<file path="config.mk">
export PLATFORM = sky130hd
export DESIGN_NAME = ttt_keypad_scan
export DESIGN_NICKNAME = d
export VERILOG_FILES = /design/src/rtl/ttt_keypad_scan.sv
export SDC_FILE = /design/constraint.sdc
export NUM_CORES = 1
export LEC_CHECK = 0
export CORE_ASPECT_RATIO = 2
export CORE_MARGIN = 2
export CORE_UTILIZATION = 53
export DETAILED_ROUTE_END_ITERATION = 8
export PLACE_DENSITY = 0.74
export SETUP_SLACK_MARGIN = 0.5
export SLEW_MARGIN = 10
export SYNTH_ARGS = -nofsm -noshare
export SYNTH_HDL_FRONTEND = slang
export SYNTH_SLANG_ARGS = --single-unit
</file>
<file path="constraint.sdc">
create_clock -name clk -period 2.5 [get_ports clk]
set_input_delay 0.625 -clock clk [delete_from_list [all_inputs] [get_ports clk]]
set_output_delay 0.625 -clock clk [all_outputs]
set_load 0.03 [all_outputs]
</file>
<file path="src/rtl/ttt_keypad_scan.sv">
// ttt_keypad_scan -- 3x3 matrix keypad scanner with debounce for a tic-tac-toe board.
//
// Drives one keypad row at a time and samples the three column lines at the
// end of each row's dwell. The three row samples make a 9-bit snapshot of the
// whole board. A press FSM advances once per completed scan. It accepts a
// single key after DEBOUNCE_SCANS identical scans and reports it as a
// one-cycle pulse. It then waits for DEBOUNCE_SCANS empty scans before it
// re-arms. Chords (two or more keys) never produce a report.
//
// Parameters
//   SCAN_DIV       clock cycles each row is driven (>= 4)
//   DEBOUNCE_SCANS identical full scans needed to accept a press/release (>= 1)
//
// Ports
//   clk        system clock, rising edge
//   reset      synchronous active-high reset
//   col_in     [2:0] column sense, active-high
//   row_out    [2:0] one-hot row drive, active-high
//   b_pulse    [8:0] one-hot single-cycle press event, bit n = key n
//   key_valid  high together with any b_pulse bit
//   key_idx    [3:0] index (row*3+col) of the pulsed key, 0 otherwise
//
// Build option
//   TTT_KEY_SYNC_EN  when defined, col_in passes through a two-flop
//                    synchronizer before it is sampled.

module ttt_keypad_scan #(
   parameter int SCAN_DIV       = 1000,
   parameter int DEBOUNCE_SCANS = 4
) (
   input  logic       clk,
   input  logic       reset,
   input  logic [2:0] col_in,
   output logic [2:0] row_out,
   output logic [8:0] b_pulse,
   output logic       key_valid,
   output logic [3:0] key_idx
);

   localparam int DW = $clog2(SCAN_DIV);
   localparam int CW = $clog2(DEBOUNCE_SCANS + 1);

   typedef enum logic [1:0] {
      IDLE    = 2'd0,
      CONFIRM = 2'd1,
      HELD    = 2'd2,
      RELEASE = 2'd3
   } state_t;

   logic [2:0] col;

`ifdef TTT_KEY_SYNC_EN
   // column synchronizer stages
   logic [2:0] sync_p0;
   logic [2:0] sync_p1;

   always_ff @(posedge clk) begin
      if (reset) begin
         sync_p0 <= '0;
         sync_p1 <= '0;
      end else begin
         sync_p0 <= col_in;
         sync_p1 <= sync_p0;
      end
   end

   assign col = sync_p1;
`else
   assign col = col_in;
`endif

   // scan stage: row drive, dwell timing, snapshot capture
   logic [1:0]    row;
   logic [DW-1:0] dwell;
   logic [8:0]    snapshot;
   logic          scan_done;
   logic          dwell_end;

   assign dwell_end = (dwell == DW'(SCAN_DIV - 1));
   assign row_out   = 3'b001 << row;

   always_ff @(posedge clk) begin
      if (reset) begin
         row       <= 2'd0;
         dwell     <= '0;
         snapshot  <= '0;
         scan_done <= 1'b0;
      end else begin
         // strobe lands on the cycle after the row-2 sample, when the
         // snapshot already holds the complete scan
         scan_done <= dwell_end && (row == 2'd2);
         if (dwell_end) begin
            dwell <= '0;
            row   <= (row == 2'd2) ? 2'd0 : row + 2'd1;
            case (row)
               2'd0:    snapshot[2:0] <= col;
               2'd1:    snapshot[5:3] <= col;
               default: snapshot[8:6] <= col;
            endcase
         end else begin
            dwell <= dwell + DW'(1);
         end
      end
   end

   // press FSM stage: debounce on whole-scan snapshots
   state_t        state;
   state_t        state_d;
   logic [CW-1:0] cnt;
   logic [CW-1:0] cnt_d;
   logic [CW-1:0] cnt_inc;
   logic          cnt_full;
   logic [3:0]    cand;
   logic [3:0]    cand_d;
   logic [8:0]    cand_mask;
   logic          report;
   logic          snap_zero;
   logic          snap_one;
   logic [3:0]    snap_idx;

   assign snap_zero = (snapshot == 9'd0);
   // exactly one bit set: nonzero and clearing the lowest set bit leaves zero
   assign snap_one  = !snap_zero && ((snapshot & (snapshot - 9'd1)) == 9'd0);
   assign cand_mask = 9'd1 << cand;
   assign cnt_inc   = cnt + CW'(1);
   assign cnt_full  = (cnt_inc == CW'(DEBOUNCE_SCANS));

   // only meaningful when snap_one is true
   always_comb begin
      snap_idx = 4'd0;
      for (int i = 0; i < 9; i++) begin
         if (snapshot[i]) snap_idx = 4'(i);
      end
   end

   always_ff @(posedge clk) begin
      if (reset) begin
         state <= IDLE;
         cnt   <= '0;
         cand  <= 4'd0;
      end else begin
         state <= state_d;
         cnt   <= cnt_d;
         cand  <= cand_d;
      end
   end

   always_comb begin
      state_d = state;
      cnt_d   = cnt;
      cand_d  = cand;
      report  = 1'b0;
      if (scan_done) begin
         case (state)
            IDLE: begin
               if (snap_one) begin
                  cand_d = snap_idx;
                  if (DEBOUNCE_SCANS == 1) begin
                     report  = 1'b1;
                     state_d = HELD;
                  end else begin
                     cnt_d   = CW'(1);
                     state_d = CONFIRM;
                  end
               end else if (!snap_zero) begin
                  state_d = HELD;
               end
            end
            CONFIRM: begin
               if (snapshot == cand_mask) begin
                  cnt_d = cnt_inc;
                  if (cnt_full) begin
                     report  = 1'b1;
                     state_d = HELD;
                  end
               end else if (snap_zero) begin
                  state_d = IDLE;
               end else begin
                  state_d = HELD;
               end
            end
            HELD: begin
               if (snap_zero) begin
                  if (DEBOUNCE_SCANS == 1) begin
                     state_d = IDLE;
                  end else begin
                     cnt_d   = CW'(1);
                     state_d = RELEASE;
                  end
               end
            end
            RELEASE: begin
               if (snap_zero) begin
                  cnt_d = cnt_inc;
                  if (cnt_full) state_d = IDLE;
               end else begin
                  state_d = HELD;
               end
            end
            default: state_d = IDLE;
         endcase
      end
   end

   // report stage: registered one-cycle event
   always_ff @(posedge clk) begin
      if (reset) begin
         b_pulse   <= '0;
         key_valid <= 1'b0;
         key_idx   <= 4'd0;
      end else begin
         key_valid <= report;
         key_idx   <= report ? cand_d : 4'd0;
         b_pulse   <= report ? (9'd1 << cand_d) : 9'd0;
      end
   end

endmodule

</file>
# --- Word level (Yosys, flattened, before mapping) ---
# Index checks and enable logic that the tools add are counted.
word_totals:
  regBits: 45
  latchBits: 0
  ramBits: 0
  mem_bits_ro: 0
  in_bits: 5
  out_inout_bits: 17
  elab_cells: 82
  mem_count: 0
classes:
  add_sub_neg: 4
  mul: 0
  n_div: 0
  magnitude_cmp: 0
  n_eq_ne: 15
  shift: 3
  n_mux: 30
  bitwise_logic: 3
  n_reduce_logical: 15
op_table:
  columns: ["operator", "n"]
  rows:
  - ["$mux W4", 10]
  - ["$logic_not A9 Y1", 2]
  - ["$mux W2", 9]
  - ["$shl A1 B4 Y9 const A", 2]
  - ["$mux W3", 4]
  - ["$pmux W3 S4", 1]
  - ["$add A10 B1 Y10 const B", 1]
  - ["$eq A10 B10 Y1 const B", 1]
  - ["$reduce_and A5 Y1", 2]
  - ["$and A9 B9 Y9", 1]
  - ["$eq A9 B9 Y1", 1]
  - ["$ne A3 B3 Y1 const B", 3]
  - ["$sub A9 B1 Y9 const B", 1]
  - ["$ne A2 B2 Y1 const B", 4]
  - ["$pmux W2 S4", 1]
  - ["$eq A2 B2 Y1 const B", 3]
  - ["$reduce_and A2 Y1", 3]
  - ["$reduce_or A2 Y1", 3]
  - ["$mux W1", 5]
  - ["$eq A2 B1 Y1 const B", 2]
  - ["$logic_not A2 Y1", 2]
  - ["$add A3 B1 Y3 const B", 1]
  - ["$eq A3 B3 Y1 const B", 1]
  - ["$shl A1 B2 Y3 const A", 1]
  - ["other kinds (4)", 6]

# --- Depth between registers and ports, before layout ---
logic_depth:
  depth_word: 12
  depth_mapped: 8
  ltp_nobuf: 6

# --- Worst setup path before layout ---
# OpenSTA, ideal clock, no wires.
synth_path:
  path_kind: "reg-to-reg"
  start: "register snapshot[4]"
  end: "register cnt[0]"
  setup_time_ns: 0.121
  arrival_ns: 1.985
  required_time_ns: 2.379
  setup_slack_ns: 0.394
  stages_incl_launch_ff: 8
  path_buffers: 1
  period_less_slack_ns: 2.106
  cell_sequence: "dfxtp_1 -> buf_6 -> or4_4 -> o2111ai_2 -> o31a_4 -> nor2_1 -> a311oi_2 -> mux2_4"
synth_via:
  elab_chain_len: 6
  word_cells_on_any_way: 12
  cone_classes: "add/sub: 1; eq/ne: 5; bitwise: 1; reduce/logical: 5"
synth_lines:
  columns: ["item", "line_no", "source"]
  rows:
  - ["from (decl)", "75", "logic [8:0] snapshot;"]
  - ["from (signal assigned)", "97", "2'd1: snapshot[5:3] <= col;"]
  - ["$sub A9 B1 Y9", "123", "assign snap_one = !snap_zero && ((snapshot & (snapshot - 9'd1)) == 9'd0);"]
  - ["$and A9 B9 Y9", "123", null]
  - ["$logic_not A9 Y1", "123", null]
  - ["$logic_and A1 B1 Y1", "123", null]
  - ["$ne A2 B2 Y1 (no line)", null, null]
  - ["$reduce_and A5 Y1 (no line) (*)", null, null]
  - ["to (signal assigned)", "143", "cnt <= cnt_d;"]
  - ["to (decl)", "109", "logic [CW-1:0] cnt;"]
# Every way passes the cells marked *; elsewhere a longest branch is shown, timed or not.
# A chain may end at the register's enable or synchronous reset.

# --- Worst setup path after layout ---
layout_path:
  start: "register cand[2]"
  end: "register b_pulse[0]"
layout_via:
  elab_chain_len: 7
  word_cells_on_any_way: 11
  cone_classes: "eq/ne: 1; shift: 2; mux: 6; bitwise: 1; reduce/logical: 1"
layout_lines:
  columns: ["item", "line_no", "source"]
  rows:
  - ["from (decl)", "113", "logic [3:0] cand;"]
  - ["from (signal assigned)", "144", "cand <= cand_d;"]
  - ["$shl A1 B4 Y9", "124", "assign cand_mask = 9'd1 << cand;"]
  - ["$eq A9 B9 Y1", "170", "if (snapshot == cand_mask) begin"]
  - ["$mux W1", "170", null]
  - ["$mux W1", "154", "case (state)"]
  - ["$mux W1", "153", "if (scan_done) begin"]
  - ["$not A1 Y1 (no line)", null, null]
  - ["$reduce_or A2 Y1 (no line)", null, null]
  - ["to (signal assigned)", "214", "b_pulse <= report ? (9'd1 << cand_d) : 9'd0;"]
  - ["to (decl)", "35", "output logic [8:0] b_pulse,"]
# Several ways; a longest one is shown, not always the timed one.

==> results.toml <==
[place]
hpwl_microns = 4040
place.gp.congestion = 0.974
port_buffers = 21

[route]
wl_microns = 6800
via_per_inst = 6.03
drtIter0Drc = 66
dr.pass1.iters = 4
ant_nets = 0
wire_per_inst_microns = 18.2
vias = 2248
drc = 0

[cts]
path_clk_slew_ps = 90
numCtsBuffers = 5
cts_num_sinks = 45
clk_latency_ps = 300
h-tree-depth = 2
cts-root-buf = "clkbuf_8"
cts.path.max_buffers = 2
cts_tree = "yes"
hold_buffers = 0

[floorplan]
ios = 22
rows = 34
die_w_microns = 51.6
fp.dieH_microns = 99.2
die_area_sq_mm = 0.00512
core_sq_mm = 0.00434
start_util = 0.554

[setup_path]
cp.required_ps = 2720
cpMostUsedCell = "buf_6"
cp_slowest_cell = "or3b_4"
crit_chain = "or3b_4 > nor4b_4 > o32ai_4 > buf_6 > nor3_4 > buf_6 > nand2_8 > nor3_1"
crit_arrival_ps = 2370
worstSetupEndpointType = "register"
cp_max_fo = 6
max_stage_delay_ps = 430
crit_path_start_kind = "register"
crit_type = "reg2reg"

[global_route]
grt_pass1_vias = 2262
grt_use_total = 0.270
grt_pass1_wl_microns = 10500
grt_start_max_net_pins = 18
grt.overflow.total = 0
antenna_found_initial = 0

[final_layout]
antenna_cells = 0
drive_gt1_frac = 0.348
utilization = 0.755
syn_to_final_growth_pct = 36.3
final_nets = 327

[flow_run]
drv_cap = 0

[timing]
rsz0062_at_grt = "true"
finalCritPeriodShare = 0.859
worst_hold_slack_ps = 461
worst_slew_pin_slew_ps = 768
timing_hold_violations_final = 0
slew_headroom = 0.483
finalSetupViolations = 0
clock_skew_ps = 10.3
fmax_mhz = 466
fin_setup_tns_ps = 0
slew_violations = 0
min_period_ps = 2150

[yosys]
synth_largest_area_cell = "dfxtp_1"
synth_area_leaders = "dfxtp_1, mux2i_1, nor2_1, nor3_1, xnor2_1"
yosys_warnings = 0
yosysSeqAreaShare = 0.375
syn_avg_cell_area_sq_um = 8.90
syn_area_sq_mm = 0.00240
synth_top_area_frac = 0.375
synth_cells = 270
synth_cell_types = 60
synth_top_cells_by_count = "dfxtp_1, nor2_1, mux2i_1"
synth_ff_type = "dfxtp_1"
synthArstFlopShare = 0
synth_most_common_cell = "dfxtp_1"
synth_edf_count = 0
synth-seq-cells = 45
syn_nets = 278

[power]
power_density_mw_per_mm2 = 406
power.leakage_nw = 1.26
finalPower_w = 0.00133
max-vdd-ir-drop_mv = 0.461

[hold_path]
hold_class = "reg2reg"

[outcome]
status = "finished clean"
placed cells by master, fill, tap and decap left out, types with 3 or more instances in the layout:
cell,n
nor2_1,36
buf_4,34
dfxtp_1,33
clkdlybuf4s50_1,18
nand2_1,13
mux2i_1,12
inv_1,10
a21oi_1,8
nor3_2,7
xnor2_1,7
dfxtp_4,7
nor2b_1,6
nor3_1,6
nor4_1,5
nor3b_2,5
and3_1,5
dfxtp_2,5
clkbuf_8,5
nand3_1,4
nand4_1,4
or2_2,4
buf_6,4
nand3b_1,3
nand2b_1,3
o211ai_1,3
a21o_1,3
ha_1,3
state kept, by name, summed over array words and instances (netlist names):
name / flops
b_pulse: 9
cand: 4
cnt: 3
dwell: 10
key_idx: 4
key_valid: 1
row: 2
scan_done: 1
snapshot: 9
state: 2
power by group:
| group | internal, W | switching, W |
|---|---|---|
| registers | 0.000714 | 0.00000495 |
| clock network | 0.000291 | 0.000247 |
| logic | 0.0000351 | 0.0000393 |
| total | 0.00104 | 0.000291 |
cell type report:
cell class	instances	area [sq um]
Multi-Input combinational cell	196	1590
Clock inverter	2	35.0
Clock buffer	5	68.8
Timing Repair Buffer	61	544
Tap cell	54	67.6
Inverter	10	37.5
Fill cell	319	1060
Sequential cell	45	933
path summary, 6_finish.rpt:
check | start | to | slack, ps | cells past startpoint
max reg2reg | cand[2] | b_pulse[0] | 350 | 8
min | dwell[0] | dwell[0] | 460 | 1
max | cand[2] | b_pulse[0] | 350 | 8
min reg2reg | dwell[0] | dwell[0] | 460 | 1
critical path: cells and delay by family, from the launching register on:
family	cells	cell delay [ps]
AO/OA/AOI/OAI	1	170
buffers and inverters	2	310
flip-flops	1	380
AND/OR/NAND/NOR	5	1200
per-layer routing:
layer,vias to the layer above,GRT usage,share of wire
li1,1052,-,-
met3,33,0.0435,0.029
met1,1087,0.257,0.36
met5,-,0,0
met4,0,0.160,0.061
met2,76,0.511,0.55
what timing repair did:
action | 4_1_cts | 5_1_grt
pin swaps | 17 | 8
gates resized for setup | 47 | 24
setup buffers | 24 | 6
gates cloned | 1 | 0
endpoints found under the setup margin | 25 | 24
per-stage QoR:
stage / cells / area (sq um) / worst slack, ps
6_report: 373 / 3280 / 353
5_1_grt: 373 / 3280 / 283
4_1_cts: 367 / 3150 / 386
3_5_place_dp: 335 / 2660 / 205
3_3_place_gp: 335 / 2660 / 241
2_1_floorplan: 270 / 2410 / 394
kinds of logic (layout without fill, tap and decap cells):
group | after synthesis | count (layout) | share of synthesized area
compound gates | 40 | 40 | 0.141
flops | 45 | 45 | 0.375
buf+inv | 30 | 78 | 0.0583
mux | 16 | 16 | 0.0687
simple gates | 126 | 127 | 0.305
xor+xnor | 9 | 9 | 0.0328
fa+ha+maj | 4 | 4 | 0.0198
Note: power is estimated with default switching activity, not from simulation.
